===== src/rtl/ex_pkg.sv =====
// ---------------------------------------------------------------------------
// ex_pkg
//   Shared decode constants and immediate helpers for the RV32IM execute
//   stage: opcodes, funct3/funct7 values, the canonical NOP and the divider
//   iteration count.
//   No ports (package).
// ---------------------------------------------------------------------------
package ex_pkg;

    // One quotient bit per divider iteration.
    localparam int DIV_STEPS = 32;

    // ADDI x0, x0, 0 -- what id_ex presents when it was held or flushed.
    localparam logic [31:0] INST_NOP = 32'h0000_0013;

    // Major opcodes
    localparam logic [6:0] INST_TYPE_I   = 7'b0010011;
    localparam logic [6:0] INST_TYPE_R_M = 7'b0110011;
    localparam logic [6:0] INST_TYPE_B   = 7'b1100011;
    localparam logic [6:0] INST_LUI      = 7'b0110111;
    localparam logic [6:0] INST_AUIPC    = 7'b0010111;
    localparam logic [6:0] INST_JAL      = 7'b1101111;
    localparam logic [6:0] INST_JALR     = 7'b1100111;

    // funct7
    localparam logic [6:0] FUNCT7_BASE = 7'b0000000;
    localparam logic [6:0] FUNCT7_ALT  = 7'b0100000;
    localparam logic [6:0] FUNCT7_M    = 7'b0000001;

    // funct3 for OP / OP-IMM
    localparam logic [2:0] INST_ADD_SUB = 3'b000;
    localparam logic [2:0] INST_SLL     = 3'b001;
    localparam logic [2:0] INST_SLT     = 3'b010;
    localparam logic [2:0] INST_SLTU    = 3'b011;
    localparam logic [2:0] INST_XOR     = 3'b100;
    localparam logic [2:0] INST_SR      = 3'b101;
    localparam logic [2:0] INST_OR      = 3'b110;
    localparam logic [2:0] INST_AND     = 3'b111;

    // funct3 for the M extension
    localparam logic [2:0] INST_MUL    = 3'b000;
    localparam logic [2:0] INST_MULH   = 3'b001;
    localparam logic [2:0] INST_MULHSU = 3'b010;
    localparam logic [2:0] INST_MULHU  = 3'b011;
    localparam logic [2:0] INST_DIV    = 3'b100;
    localparam logic [2:0] INST_DIVU   = 3'b101;
    localparam logic [2:0] INST_REM    = 3'b110;
    localparam logic [2:0] INST_REMU   = 3'b111;

    // funct3 for branches
    localparam logic [2:0] INST_BEQ  = 3'b000;
    localparam logic [2:0] INST_BNE  = 3'b001;
    localparam logic [2:0] INST_BLT  = 3'b100;
    localparam logic [2:0] INST_BGE  = 3'b101;
    localparam logic [2:0] INST_BLTU = 3'b110;
    localparam logic [2:0] INST_BGEU = 3'b111;

    function automatic logic [31:0] imm_i(input logic [31:0] inst);
        return {{20{inst[31]}}, inst[31:20]};
    endfunction

    function automatic logic [31:0] imm_b(input logic [31:0] inst);
        return {{19{inst[31]}}, inst[31], inst[7], inst[30:25], inst[11:8], 1'b0};
    endfunction

    function automatic logic [31:0] imm_j(input logic [31:0] inst);
        return {{11{inst[31]}}, inst[31], inst[19:12], inst[20], inst[30:21], 1'b0};
    endfunction

    function automatic logic [31:0] imm_u(input logic [31:0] inst);
        return {inst[31:12], 12'b0};
    endfunction

endpackage


===== src/rtl/ex_div.sv =====
// ---------------------------------------------------------------------------
// ex_div
//   Iterative restoring divider on unsigned magnitudes, one quotient bit per
//   cycle for DIV_STEPS cycles. Signs and special cases are handled by the
//   caller.
//
// Ports
//   clk, rst    core clock, synchronous active-high reset
//   start       load dividend/divisor and begin (ignored while busy)
//   dividend    unsigned dividend magnitude
//   divisor     unsigned divisor magnitude
//   busy        an operation is in progress
//   done        high during the cycle that performs the final step
//   quotient    result, valid from the cycle after done until the next start
//   remainder   result, valid from the cycle after done until the next start
//
// Handshake: start is a one-cycle request accepted on the next edge when busy
// is low; busy stays high for exactly DIV_STEPS cycles; done marks the last of
// them, so a caller can move to its result state on the same edge the final
// bit is written.
// ---------------------------------------------------------------------------
module ex_div
    import ex_pkg::*;
(
    input  logic        clk,
    input  logic        rst,
    input  logic        start,
    input  logic [31:0] dividend,
    input  logic [31:0] divisor,
    output logic        busy,
    output logic        done,
    output logic [31:0] quotient,
    output logic [31:0] remainder
);

    localparam int CNT_W = $clog2(DIV_STEPS);

    logic [31:0]      r_quot;
    logic [31:0]      r_rem;
    logic [31:0]      r_div;
    logic [CNT_W-1:0] r_cnt;
    logic             r_busy;

    logic [32:0] w_shift;
    logic [32:0] w_diff;
    logic        w_fits;

    // The dividend is shifted out of r_quot MSB-first into the partial
    // remainder while quotient bits fill in from the right.
    always_comb begin
        w_shift = {r_rem, r_quot[31]};
        w_diff  = w_shift - {1'b0, r_div};
        w_fits  = ~w_diff[32];
    end

    assign busy      = r_busy;
    assign done      = r_busy && (r_cnt == CNT_W'(DIV_STEPS - 1));
    assign quotient  = r_quot;
    assign remainder = r_rem;

    always_ff @(posedge clk) begin
        if (rst) begin
            r_quot <= '0;
            r_rem  <= '0;
            r_div  <= '0;
            r_cnt  <= '0;
            r_busy <= 1'b0;
        end else if (start && !r_busy) begin
            r_quot <= dividend;
            r_rem  <= '0;
            r_div  <= divisor;
            r_cnt  <= '0;
            r_busy <= 1'b1;
        end else if (r_busy) begin
            r_quot <= {r_quot[30:0], w_fits};
            r_rem  <= w_fits ? w_diff[31:0] : w_shift[31:0];
            r_cnt  <= r_cnt + 1'b1;
            if (done) begin
                r_busy <= 1'b0;
            end
        end
    end

endmodule


===== src/rtl/ex.sv =====
// ---------------------------------------------------------------------------
// ex
//   RV32IM execute stage. ALU, shifts, compares, branches, JAL/JALR and
//   single-cycle multiplies are combinational from the id_ex outputs.
//   DIV/DIVU/REM/REMU run on ex_div; hold_flag_o stalls the pipeline while
//   the divide is in flight and the result is written back in the DONE cycle.
//
// Ports
//   clk, rst      core clock, synchronous active-high reset
//   inst_i        instruction (INST_NOP when id_ex was held/flushed)
//   inst_addr_i   PC of inst_i
//   op1_i, op2_i  operands (rs1/PC, rs2/immediate)
//   rd_addr_i     destination register
//   reg_wen_i     instruction writes rd
//   rd_addr_o     writeback register
//   rd_data_o     writeback data
//   rd_wen_o      writeback enable (never for x0)
//   jump_addr_o   redirect target
//   jump_en_o     taken branch / JAL / JALR
//   hold_flag_o   divider busy, pipeline stall request
// ---------------------------------------------------------------------------
module ex
    import ex_pkg::*;
(
    input  logic        clk,
    input  logic        rst,
    input  logic [31:0] inst_i,
    input  logic [31:0] inst_addr_i,
    input  logic [31:0] op1_i,
    input  logic [31:0] op2_i,
    input  logic [4:0]  rd_addr_i,
    input  logic        reg_wen_i,
    output logic [4:0]  rd_addr_o,
    output logic [31:0] rd_data_o,
    output logic        rd_wen_o,
    output logic [31:0] jump_addr_o,
    output logic        jump_en_o,
    output logic        hold_flag_o
);

    typedef enum logic [1:0] {
        DIV_IDLE = 2'd0,
        DIV_BUSY = 2'd1,
        DIV_DONE = 2'd2
    } div_state_e;

    div_state_e r_state;
    div_state_e w_state_next;

    // ---------------- decode ----------------
    logic [6:0] w_opcode;
    logic [2:0] w_funct3;
    logic [6:0] w_funct7;
    logic       w_is_div;

    assign w_opcode = inst_i[6:0];
    assign w_funct3 = inst_i[14:12];
    assign w_funct7 = inst_i[31:25];
    assign w_is_div = (w_opcode == INST_TYPE_R_M) && (w_funct7 == FUNCT7_M) && w_funct3[2];

    // ---------------- combinational ALU ----------------
    logic [4:0]  w_sh;
    logic [31:0] w_add;
    logic [31:0] w_sub;
    logic        w_lt;
    logic        w_ltu;
    logic        w_eq;
    logic [31:0] w_sll;
    logic [31:0] w_srl;
    logic [31:0] w_sra;
    logic        w_mul_s1;
    logic        w_mul_s2;
    logic [63:0] w_mul_a;
    logic [63:0] w_mul_b;
    logic [63:0] w_mul_p;

    assign w_sh  = op2_i[4:0];
    assign w_add = op1_i + op2_i;
    assign w_sub = op1_i - op2_i;
    assign w_lt  = $signed(op1_i) < $signed(op2_i);
    assign w_ltu = op1_i < op2_i;
    assign w_eq  = op1_i == op2_i;
    assign w_sll = op1_i << w_sh;
    assign w_srl = op1_i >> w_sh;
    assign w_sra = $unsigned($signed(op1_i) >>> w_sh);

    // Operands are sign- or zero-extended to 64 bits; the 64-bit product
    // modulo 2^64 is then the exact product for every signedness mix.
    assign w_mul_s1 = (w_funct3 == INST_MULH) || (w_funct3 == INST_MULHSU);
    assign w_mul_s2 = (w_funct3 == INST_MULH);
    assign w_mul_a  = {{32{w_mul_s1 & op1_i[31]}}, op1_i};
    assign w_mul_b  = {{32{w_mul_s2 & op2_i[31]}}, op2_i};
    assign w_mul_p  = w_mul_a * w_mul_b;

    logic [31:0] w_alu_data;
    logic        w_alu_writes;
    logic        w_alu_jump;
    logic [31:0] w_alu_jaddr;

    always_comb begin
        w_alu_data   = '0;
        w_alu_writes = 1'b0;
        w_alu_jump   = 1'b0;
        w_alu_jaddr  = '0;
        unique case (w_opcode)
            INST_TYPE_I: begin
                w_alu_writes = 1'b1;
                unique case (w_funct3)
                    INST_ADD_SUB: w_alu_data = w_add;
                    INST_SLL:     w_alu_data = w_sll;
                    INST_SLT:     w_alu_data = {31'b0, w_lt};
                    INST_SLTU:    w_alu_data = {31'b0, w_ltu};
                    INST_XOR:     w_alu_data = op1_i ^ op2_i;
                    INST_SR:      w_alu_data = w_funct7[5] ? w_sra : w_srl;
                    INST_OR:      w_alu_data = op1_i | op2_i;
                    default:      w_alu_data = op1_i & op2_i;
                endcase
            end
            INST_TYPE_R_M: begin
                w_alu_writes = 1'b1;
                if (w_funct7 == FUNCT7_M) begin
                    unique case (w_funct3)
                        INST_MUL:    w_alu_data = w_mul_p[31:0];
                        INST_MULH,
                        INST_MULHSU,
                        INST_MULHU:  w_alu_data = w_mul_p[63:32];
                        default:     w_alu_data = '0;
                    endcase
                end else begin
                    unique case (w_funct3)
                        INST_ADD_SUB: w_alu_data = (w_funct7 == FUNCT7_ALT) ? w_sub : w_add;
                        INST_SLL:     w_alu_data = w_sll;
                        INST_SLT:     w_alu_data = {31'b0, w_lt};
                        INST_SLTU:    w_alu_data = {31'b0, w_ltu};
                        INST_XOR:     w_alu_data = op1_i ^ op2_i;
                        INST_SR:      w_alu_data = (w_funct7 == FUNCT7_ALT) ? w_sra : w_srl;
                        INST_OR:      w_alu_data = op1_i | op2_i;
                        default:      w_alu_data = op1_i & op2_i;
                    endcase
                end
            end
            INST_LUI: begin
                w_alu_writes = 1'b1;
                w_alu_data   = imm_u(inst_i);
            end
            INST_AUIPC: begin
                w_alu_writes = 1'b1;
                w_alu_data   = inst_addr_i + imm_u(inst_i);
            end
            INST_JAL: begin
                w_alu_writes = 1'b1;
                w_alu_data   = inst_addr_i + 32'd4;
                w_alu_jump   = 1'b1;
                w_alu_jaddr  = inst_addr_i + imm_j(inst_i);
            end
            INST_JALR: begin
                w_alu_writes = 1'b1;
                w_alu_data   = inst_addr_i + 32'd4;
                w_alu_jump   = 1'b1;
                w_alu_jaddr  = (op1_i + imm_i(inst_i)) & ~32'd1;
            end
            INST_TYPE_B: begin
                w_alu_jaddr = inst_addr_i + imm_b(inst_i);
                unique case (w_funct3)
                    INST_BEQ:  w_alu_jump = w_eq;
                    INST_BNE:  w_alu_jump = !w_eq;
                    INST_BLT:  w_alu_jump = w_lt;
                    INST_BGE:  w_alu_jump = !w_lt;
                    INST_BLTU: w_alu_jump = w_ltu;
                    INST_BGEU: w_alu_jump = !w_ltu;
                    default:   w_alu_jump = 1'b0;
                endcase
            end
            default: begin
                w_alu_writes = 1'b0;
            end
        endcase
    end

    // ---------------- divider ----------------
    logic        w_start_signed;
    logic        w_div_start;
    logic [31:0] w_dividend;
    logic [31:0] w_divisor;
    logic        w_div_busy;
    logic        w_div_done;
    logic [31:0] w_div_quot;
    logic [31:0] w_div_rem;

    // DIV and REM are the signed forms (funct3 bit 0 clear).
    assign w_start_signed = ~w_funct3[0];
    assign w_div_start    = (r_state == DIV_IDLE) && w_is_div;
    assign w_dividend     = (w_start_signed && op1_i[31]) ? -op1_i : op1_i;
    assign w_divisor      = (w_start_signed && op2_i[31]) ? -op2_i : op2_i;

    ex_div u_div (
        .clk       (clk),
        .rst       (rst),
        .start     (w_div_start),
        .dividend  (w_dividend),
        .divisor   (w_divisor),
        .busy      (w_div_busy),
        .done      (w_div_done),
        .quotient  (w_div_quot),
        .remainder (w_div_rem)
    );

    // Operands and destination captured when the divide is accepted; the
    // id_ex outputs become NOP for the rest of the operation.
    logic [31:0] r_op1;
    logic [31:0] r_op2;
    logic [1:0]  r_kind;   // funct3[1:0]: bit0 unsigned, bit1 remainder
    logic [4:0]  r_rd;
    logic        r_wen;

    always_ff @(posedge clk) begin
        if (rst) begin
            r_op1  <= '0;
            r_op2  <= '0;
            r_kind <= '0;
            r_rd   <= '0;
            r_wen  <= 1'b0;
        end else if (w_div_start) begin
            r_op1  <= op1_i;
            r_op2  <= op2_i;
            r_kind <= w_funct3[1:0];
            r_rd   <= rd_addr_i;
            r_wen  <= reg_wen_i;
        end
    end

    logic        w_r_signed;
    logic [31:0] w_quot;
    logic [31:0] w_rem;
    logic [31:0] w_div_result;

    assign w_r_signed = ~r_kind[0];

    always_comb begin
        w_quot = w_div_quot;
        w_rem  = w_div_rem;
        if (r_op2 == 32'd0) begin
            w_quot = 32'hFFFF_FFFF;
            w_rem  = r_op1;
        end else if (w_r_signed && (r_op1 == 32'h8000_0000) && (r_op2 == 32'hFFFF_FFFF)) begin
            w_quot = 32'h8000_0000;
            w_rem  = 32'd0;
        end else begin
            if (w_r_signed && (r_op1[31] ^ r_op2[31])) begin
                w_quot = -w_div_quot;
            end
            if (w_r_signed && r_op1[31]) begin
                w_rem = -w_div_rem;
            end
        end
        w_div_result = r_kind[1] ? w_rem : w_quot;
    end

    // ---------------- FSM: state register ----------------
    always_ff @(posedge clk) begin
        if (rst) begin
            r_state <= DIV_IDLE;
        end else begin
            r_state <= w_state_next;
        end
    end

    // ---------------- FSM: next state ----------------
    always_comb begin
        w_state_next = r_state;
        unique case (r_state)
            DIV_IDLE: if (w_is_div)   w_state_next = DIV_BUSY;
            DIV_BUSY: if (w_div_done) w_state_next = DIV_DONE;
            DIV_DONE: w_state_next = DIV_IDLE;
            default:  w_state_next = DIV_IDLE;
        endcase
    end

    // ---------------- FSM: outputs ----------------
    // While a divide is in flight (and during reset) every non-latched output
    // is suppressed; only the DONE cycle writes back the latched destination.
    always_comb begin
        rd_addr_o   = '0;
        rd_data_o   = '0;
        rd_wen_o    = 1'b0;
        jump_addr_o = '0;
        jump_en_o   = 1'b0;
        hold_flag_o = 1'b0;
        if (!rst) begin
            unique case (r_state)
                DIV_IDLE: begin
                    if (w_is_div) begin
                        hold_flag_o = 1'b1;
                    end else begin
                        rd_addr_o   = rd_addr_i;
                        rd_data_o   = w_alu_data;
                        rd_wen_o    = reg_wen_i && w_alu_writes && (rd_addr_i != 5'd0);
                        jump_en_o   = w_alu_jump;
                        jump_addr_o = w_alu_jump ? w_alu_jaddr : 32'd0;
                    end
                end
                DIV_BUSY: begin
                    hold_flag_o = 1'b1;
                end
                DIV_DONE: begin
                    rd_addr_o = r_rd;
                    rd_data_o = w_div_result;
                    rd_wen_o  = r_wen && (r_rd != 5'd0);
                end
                default: begin
                    hold_flag_o = 1'b0;
                end
            endcase
        end
    end

    // The divider's own busy flag tracks the FSM exactly; it is kept as a
    // named net for waveform correlation with the ex state.
    logic w_unused_busy;
    assign w_unused_busy = w_div_busy;

endmodule

===== config.mk =====
export PLATFORM = sky130hd
export DESIGN_NAME = ex
export DESIGN_NICKNAME = d
export VERILOG_FILES = /design/src/rtl/ex_pkg.sv /design/src/rtl/ex_div.sv /design/src/rtl/ex.sv
export SDC_FILE = /design/constraint.sdc
export NUM_CORES = 2
export LEC_CHECK = 0
export CORE_MARGIN = 3
export CORE_UTILIZATION = 44
export CTS_BUF_LIST = sky130_fd_sc_hd__clkbuf_2 sky130_fd_sc_hd__clkbuf_4 sky130_fd_sc_hd__clkbuf_8
export CTS_CLUSTER_DIAMETER = 120
export CTS_CLUSTER_SIZE = 28
export DETAILED_ROUTE_END_ITERATION = 7
export DONT_BUFFER_PORTS = 1
export GPL_ROUTABILITY_DRIVEN = 1
export MAX_ROUTING_LAYER = met4
export SLEW_MARGIN = 20
export SYNTH_ARGS = -nofsm -noshare
export SYNTH_HDL_FRONTEND = slang
export SYNTH_SLANG_ARGS = --single-unit

===== constraint.sdc =====
create_clock -name clk -period 15.7 [get_ports clk]
set_input_delay 3.14 -clock clk [delete_from_list [all_inputs] [get_ports clk]]
set_output_delay 3.14 -clock clk [all_outputs]
set_load 0.05 [all_outputs]

# Word level (Yosys, flattened, before mapping)
# Cells that the tools add are included.
# word_totals
ff_bits,176
inputBits,136
word_cells,142
# op_classes
addsub,13
n_mul,1
magnitude_cmp,2
n_eq_ne,24
n_shift,3
mux,49
bitwise,9
reduce_logical,30
# op_table
cell,count
32-bit two-way mux,22
32-bit one-hot mux with 7 select lines,2
32-bit adder,5
32-bit one-hot mux with 5 select lines,1
32-bit negator,4
32-bit one-hot mux with 2 select lines,2
32-bit one-hot mux with 3 select lines,1
32-bit == test (second input constant),2
32-bit < comparator,2
33-bit by 33-bit multiplier with 64-bit output,1
33-bit by 32-bit subtractor with 33-bit output,1
32-bit by 3-bit adder with 32-bit output (second input constant),1
32-bit AND,1
32-bit == test,1
32-bit zero test,1
32-bit bitwise OR,1
32-bit by 5-bit left shift with 32-bit output,1
32-bit by 5-bit >> shifter with 32-bit output,1
32-bit by 5-bit >>> shifter with 32-bit output,1
32-bit subtractor,1
32-bit bitwise XOR,1
7-bit by 6-bit == test with 1-bit output (second input constant),3
7-bit == test (second input constant),3
7-bit by 5-bit == test with 1-bit output (second input constant),2
31 further kinds,70

# Depth between registers and ports, before layout
# depth
ltp_word,10
mapped_depth,37
mapped_depth_nobuf,31

# Cells and area by module
# From an unflattened synthesis, not the netlist that was laid out.
# hier_totals
cells_unflattened,8512
area_unflattened_um2,66093.4
# modules_own_cells
module,n_inst,cells_per_inst,area_each_um2,seq_area_each_um2
ex,1,7700,59787.3,1481.4
ex_div,1,812,6306.0,2042.0

# Worst setup path before layout
# Ideal clock, no wire load.
# synth_path
kind,input to output
startpoint,input inst_i[13]
endpoint,output rd_data_o[25]
arrival_ns,13.446
t_required_ns,12.560
path_slack_ns,-0.886
cell_stages,35
n_path_buf,6
cell_sequence,clkbuf_1 nor2b_1 clkbuf_1 clkbuf_1 buf_1 o21ai_1 nor2_1 clkbuf_1 nand2_1 fa_1 fa_1 inv_1 fa_1 inv_1 fa_1 inv_1 fa_1 fa_1 fa_1 inv_1 fa_1 inv_1 ha_1 clkbuf_1 a21o_1 a21o_1 a21o_1 a21o_1 a21oi_1 o211ai_1 a21oi_1 o31ai_1 xnor2_1 a221oi_1 o41ai_1
# synth_via
elab_chain_cells,10
elab_cells_between_ends,21
# synth_rtl
item,line,text
from (decl),ex.sv:27,"input logic [31:0] inst_i,"
3-bit by 1-bit == test with 1-bit output or 3-bit by 2-bit == test with 1-bit output (tied branches),-,
1-bit logical OR,ex.sv:89,assign w_mul_s1 = (w_funct3 == INST_MULH) || (w_funct3 == INST_MULHSU);
1-bit AND,ex.sv:91,"assign w_mul_a = {{32{w_mul_s1 & op1_i[31]}}, op1_i};"
33-bit by 33-bit multiplier with 64-bit output,ex.sv:93,assign w_mul_p = w_mul_a * w_mul_b;
32-bit one-hot mux with 2 select lines,ex.sv:122,unique case (w_funct3)
32-bit two-way mux,ex.sv:121,if (w_funct7 == FUNCT7_M) begin
32-bit one-hot mux with 5 select lines *,ex.sv:105,unique case (w_opcode)
32-bit two-way mux *,ex.sv:292,if (w_is_div) begin
32-bit one-hot mux with 2 select lines *,ex.sv:290,unique case (r_state)
32-bit two-way mux *,ex.sv:289,if (!rst) begin
to (decl),ex.sv:34,"output logic [31:0] rd_data_o,"
# Every way passes the cells marked *; elsewhere a longest branch is shown, timed or not.

# Worst setup path in the final report
# layout_path
startpoint,input op2_i[1]
endpoint,output rd_data_o[20]
# layout_via
elab_chain_cells,8
elab_cells_between_ends,17
# layout_rtl
item,line,text
from (decl),ex.sv:30,"input logic [31:0] op2_i,"
"parallel branches: the longest is 4 deep, another holds 33-bit by 33-bit multiplier with 64-bit output",-,
32-bit one-hot mux with 5 select lines *,ex.sv:105,
32-bit two-way mux *,ex.sv:292,
32-bit one-hot mux with 2 select lines *,ex.sv:290,
32-bit two-way mux *,ex.sv:289,
# Mark *: on every way between the ends.

==> impl_metrics.toml <==
[status]
status = "complete, but fails checks"
violations = "DRC"

[synth]
synth.area.top_cells = "fa_1 (34%), ha_1 (8.1%), inv_1 (7.7%)"
synth_fp_nets = 10100
synth_ff_type = "dfxtp_1"
avgSynthCellArea_um2 = 7.86
synth_top_area_share = 0.343
ys_types = 113
yosysTopAreaCell = "fa_1"
synthCells = 8395
netlist_area_mm2 = 0.0659
synth-edff-count = 0
synthArstFlopShare = 0
synth-warning-count = 0
ys_seq_elements = 176
yosysSeqAreaShare = 0.0534

[finish]
final_area_mm2 = 0.0688
layout_common_cells = "inv_1 (1357), nand2_1 (1178), fa_1 (1131)"
drive_gt1_frac = 0.0547
nets = 9780
layout.cells.most_common = "inv_1"
area_growth_pct = 4.31
final_util = 0.464

[placement]
io_buffers = 0
dpl_worst_slack_ns = 0.142
place_congestion = 1.11
hpwl_mm = 238
dpl_cell_area_mm2 = 0.0683

[sta]
clock_skew_ns = 0.0180
rsz0062_at_grt = "no"
max_clock_freq_mhz = 65.2
setup_ws_ns = 0.374
fin_crit_sh = 0.976
fin_tns_setup_ns = 0
fin_crit_ns = 15.33
report.final.hold_viol_count = 0
slew_headroom = 0.134
worst_pin_slew_ns = 1.27
setup-violations-final = 0
slew_viol_final = 0

[clock_tree]
clock_sinks = 176
clkTransAtPathRegs_ns = 0.10
cts_tree = "yes"
cts_inserted_buffers = 17
cts_root_buf = "clkbuf_8"
clock_latency_ns = 0.51
htree_levels = 4
clk_path_buf_depth = 2

[worst_setup_path]
reg2reg_slack_ns = 11.39
r2r-start = "u_div.quotient[31]"
r2r_end = "u_div.remainder[0]"
path_depth = 30
startpoint_type = "input port"
crit_type = "in -> out"
end_kind = "primary output"
worstPathArrival_ns = 12.19
cp_top_family = "adder cells"
required_ns = 12.56
slowest_stage = "o311ai_0"
max_stage_delay_ns = 0.68
path_buf_inv = 9
crit_top_cell = "fa_1"
r2r_cells = 15
cp_max_fo = 84

[route]
drt_iter0_drc = 8123
vias = 63200
first_pass_iters = 8
finalWirelength_mm = 313
wl_per_cell_um = 30.9
ant_nets = 0
drc = 2
vias_per_cell = 6.24

[global_routing]
grt_max_degree = 145
grt-busiest-layer = "met2"
grt_pass1_wl_mm = 448
grt_usage = 0.414
use_met1 = 0.537
antenna_found_initial = 26
grt.overflow.total = 0
met2_usage = 0.596
grt_pass1_vias = 62300
grtUsageMet3 = 0.102

[run]
cap_violations = 0

[die]
core_area_mm2 = 0.148
initial_core_util = 0.444
fp.dieW_um = 393
dieArea_mm2 = 0.155
placementRows = 141
pin_count = 208
die_y_um = 393

[hold_path]
min_to = "u_div.r_div[31]"
hold_start = "u_div.r_div[31]"
holdPathStages = 2
hold_class = "reg -> reg"
-- routing by layer --
| layer | vias up | wire length, µm |
|---|---|---|
| met2 | 3891 | 132000 |
| met4 | 0 | 21600 |
| met1 | 32000 | 123000 |
| met3 | 789 | 36200 |
| met5 | - | 0 |
| li1 | 26500 | - |
-- repair_timing --
action	in CTS	in global routing
resized for setup	0	5
hold buffers	0	0
setup buffers	0	2
endpoints found under the setup margin	0	4
-- state kept, by name, summed over array words and instances, names as in the netlist, 2 cells and up --
| signal | cells |
|---|---|
| r_op1 | 32 |
| r_op2 | 32 |
| u_div.quotient | 32 |
| u_div.r_div | 32 |
| u_div.remainder | 32 |
| r_rd | 5 |
| u_div.r_cnt | 5 |
| r_kind | 2 |
| r_state | 2 |
-- worst max path at each step --
stage / startpoint / endpoint / slack [ns]
finish: op2_i[1] / rd_data_o[20] / 0.37
global route: inst_i[13] / rd_data_o[28] / 0.14
CTS: inst_i[13] / rd_data_o[28] / 0.11
detailed placement: inst_i[13] / rd_data_o[28] / 0.14
global placement: inst_i[13] / rd_data_o[28] / 0.23
floorplan: inst_i[13] / rd_data_o[25] / -0.22
-- worst min-delay path, delay by kind of cell (launching register included) --
family          cells  cell delay, ns
compound gates      1            0.05
flops               1            0.32
simple gates        1            0.05
-- through the flow --
step / hold WS (ns) / cells
6_report: 0.456 / 10100
5_1_grt: 0.481 / 10100
4_1_cts: 0.461 / 10100
3_5_place_dp: 0.447 / 10100
3_3_place_gp: 0.443 / 10100
2_1_floorplan: 0.432 / 8395
-- cell families (layout without fill, tap and decap cells) --
family	Yosys count	in the layout	synth area share
compound gates	1677	1677	0.162
xor+xnor	342	342	0.0455
fa+ha+maj	1558	1558	0.424
buf+inv	1916	1620	0.111
flops	176	176	0.0534
mux	157	157	0.0359
other cells	0	30	0
simple gates	2569	2569	0.168
-- area by class of cell --
class,count,area (µm²)
fillers,14900,79600
multi-input cells,6303,55400
inverters,1379,5180
flip-flops and latches,176,3530
well taps,2002,2500
repair buffers,209,1780
clock buffers,19,255
clock inverters,13,103
diodes,30,75.1
-- cell usage after synthesis (all sizes together) (45+ instances only) --
cell,count
fa,1131
nand2b,45
nand2,1178
o211ai,48
buf,137
nor4,47
mux2i,68
a21o,100
a21oi,533
ha,427
clkbuf,400
a22oi,50
a211oi,114
a31oi,59
o21ai,358
xnor2,249
nand3,110
mux4,61
o31ai,46
xor2,93
dfxtp,176
o21a,46
nor3,106
nor2,814
inv,1368
nand4,55
Power is not shown: default switching activity piles up to over one toggle a cycle in this logic, so the estimate is an artifact.
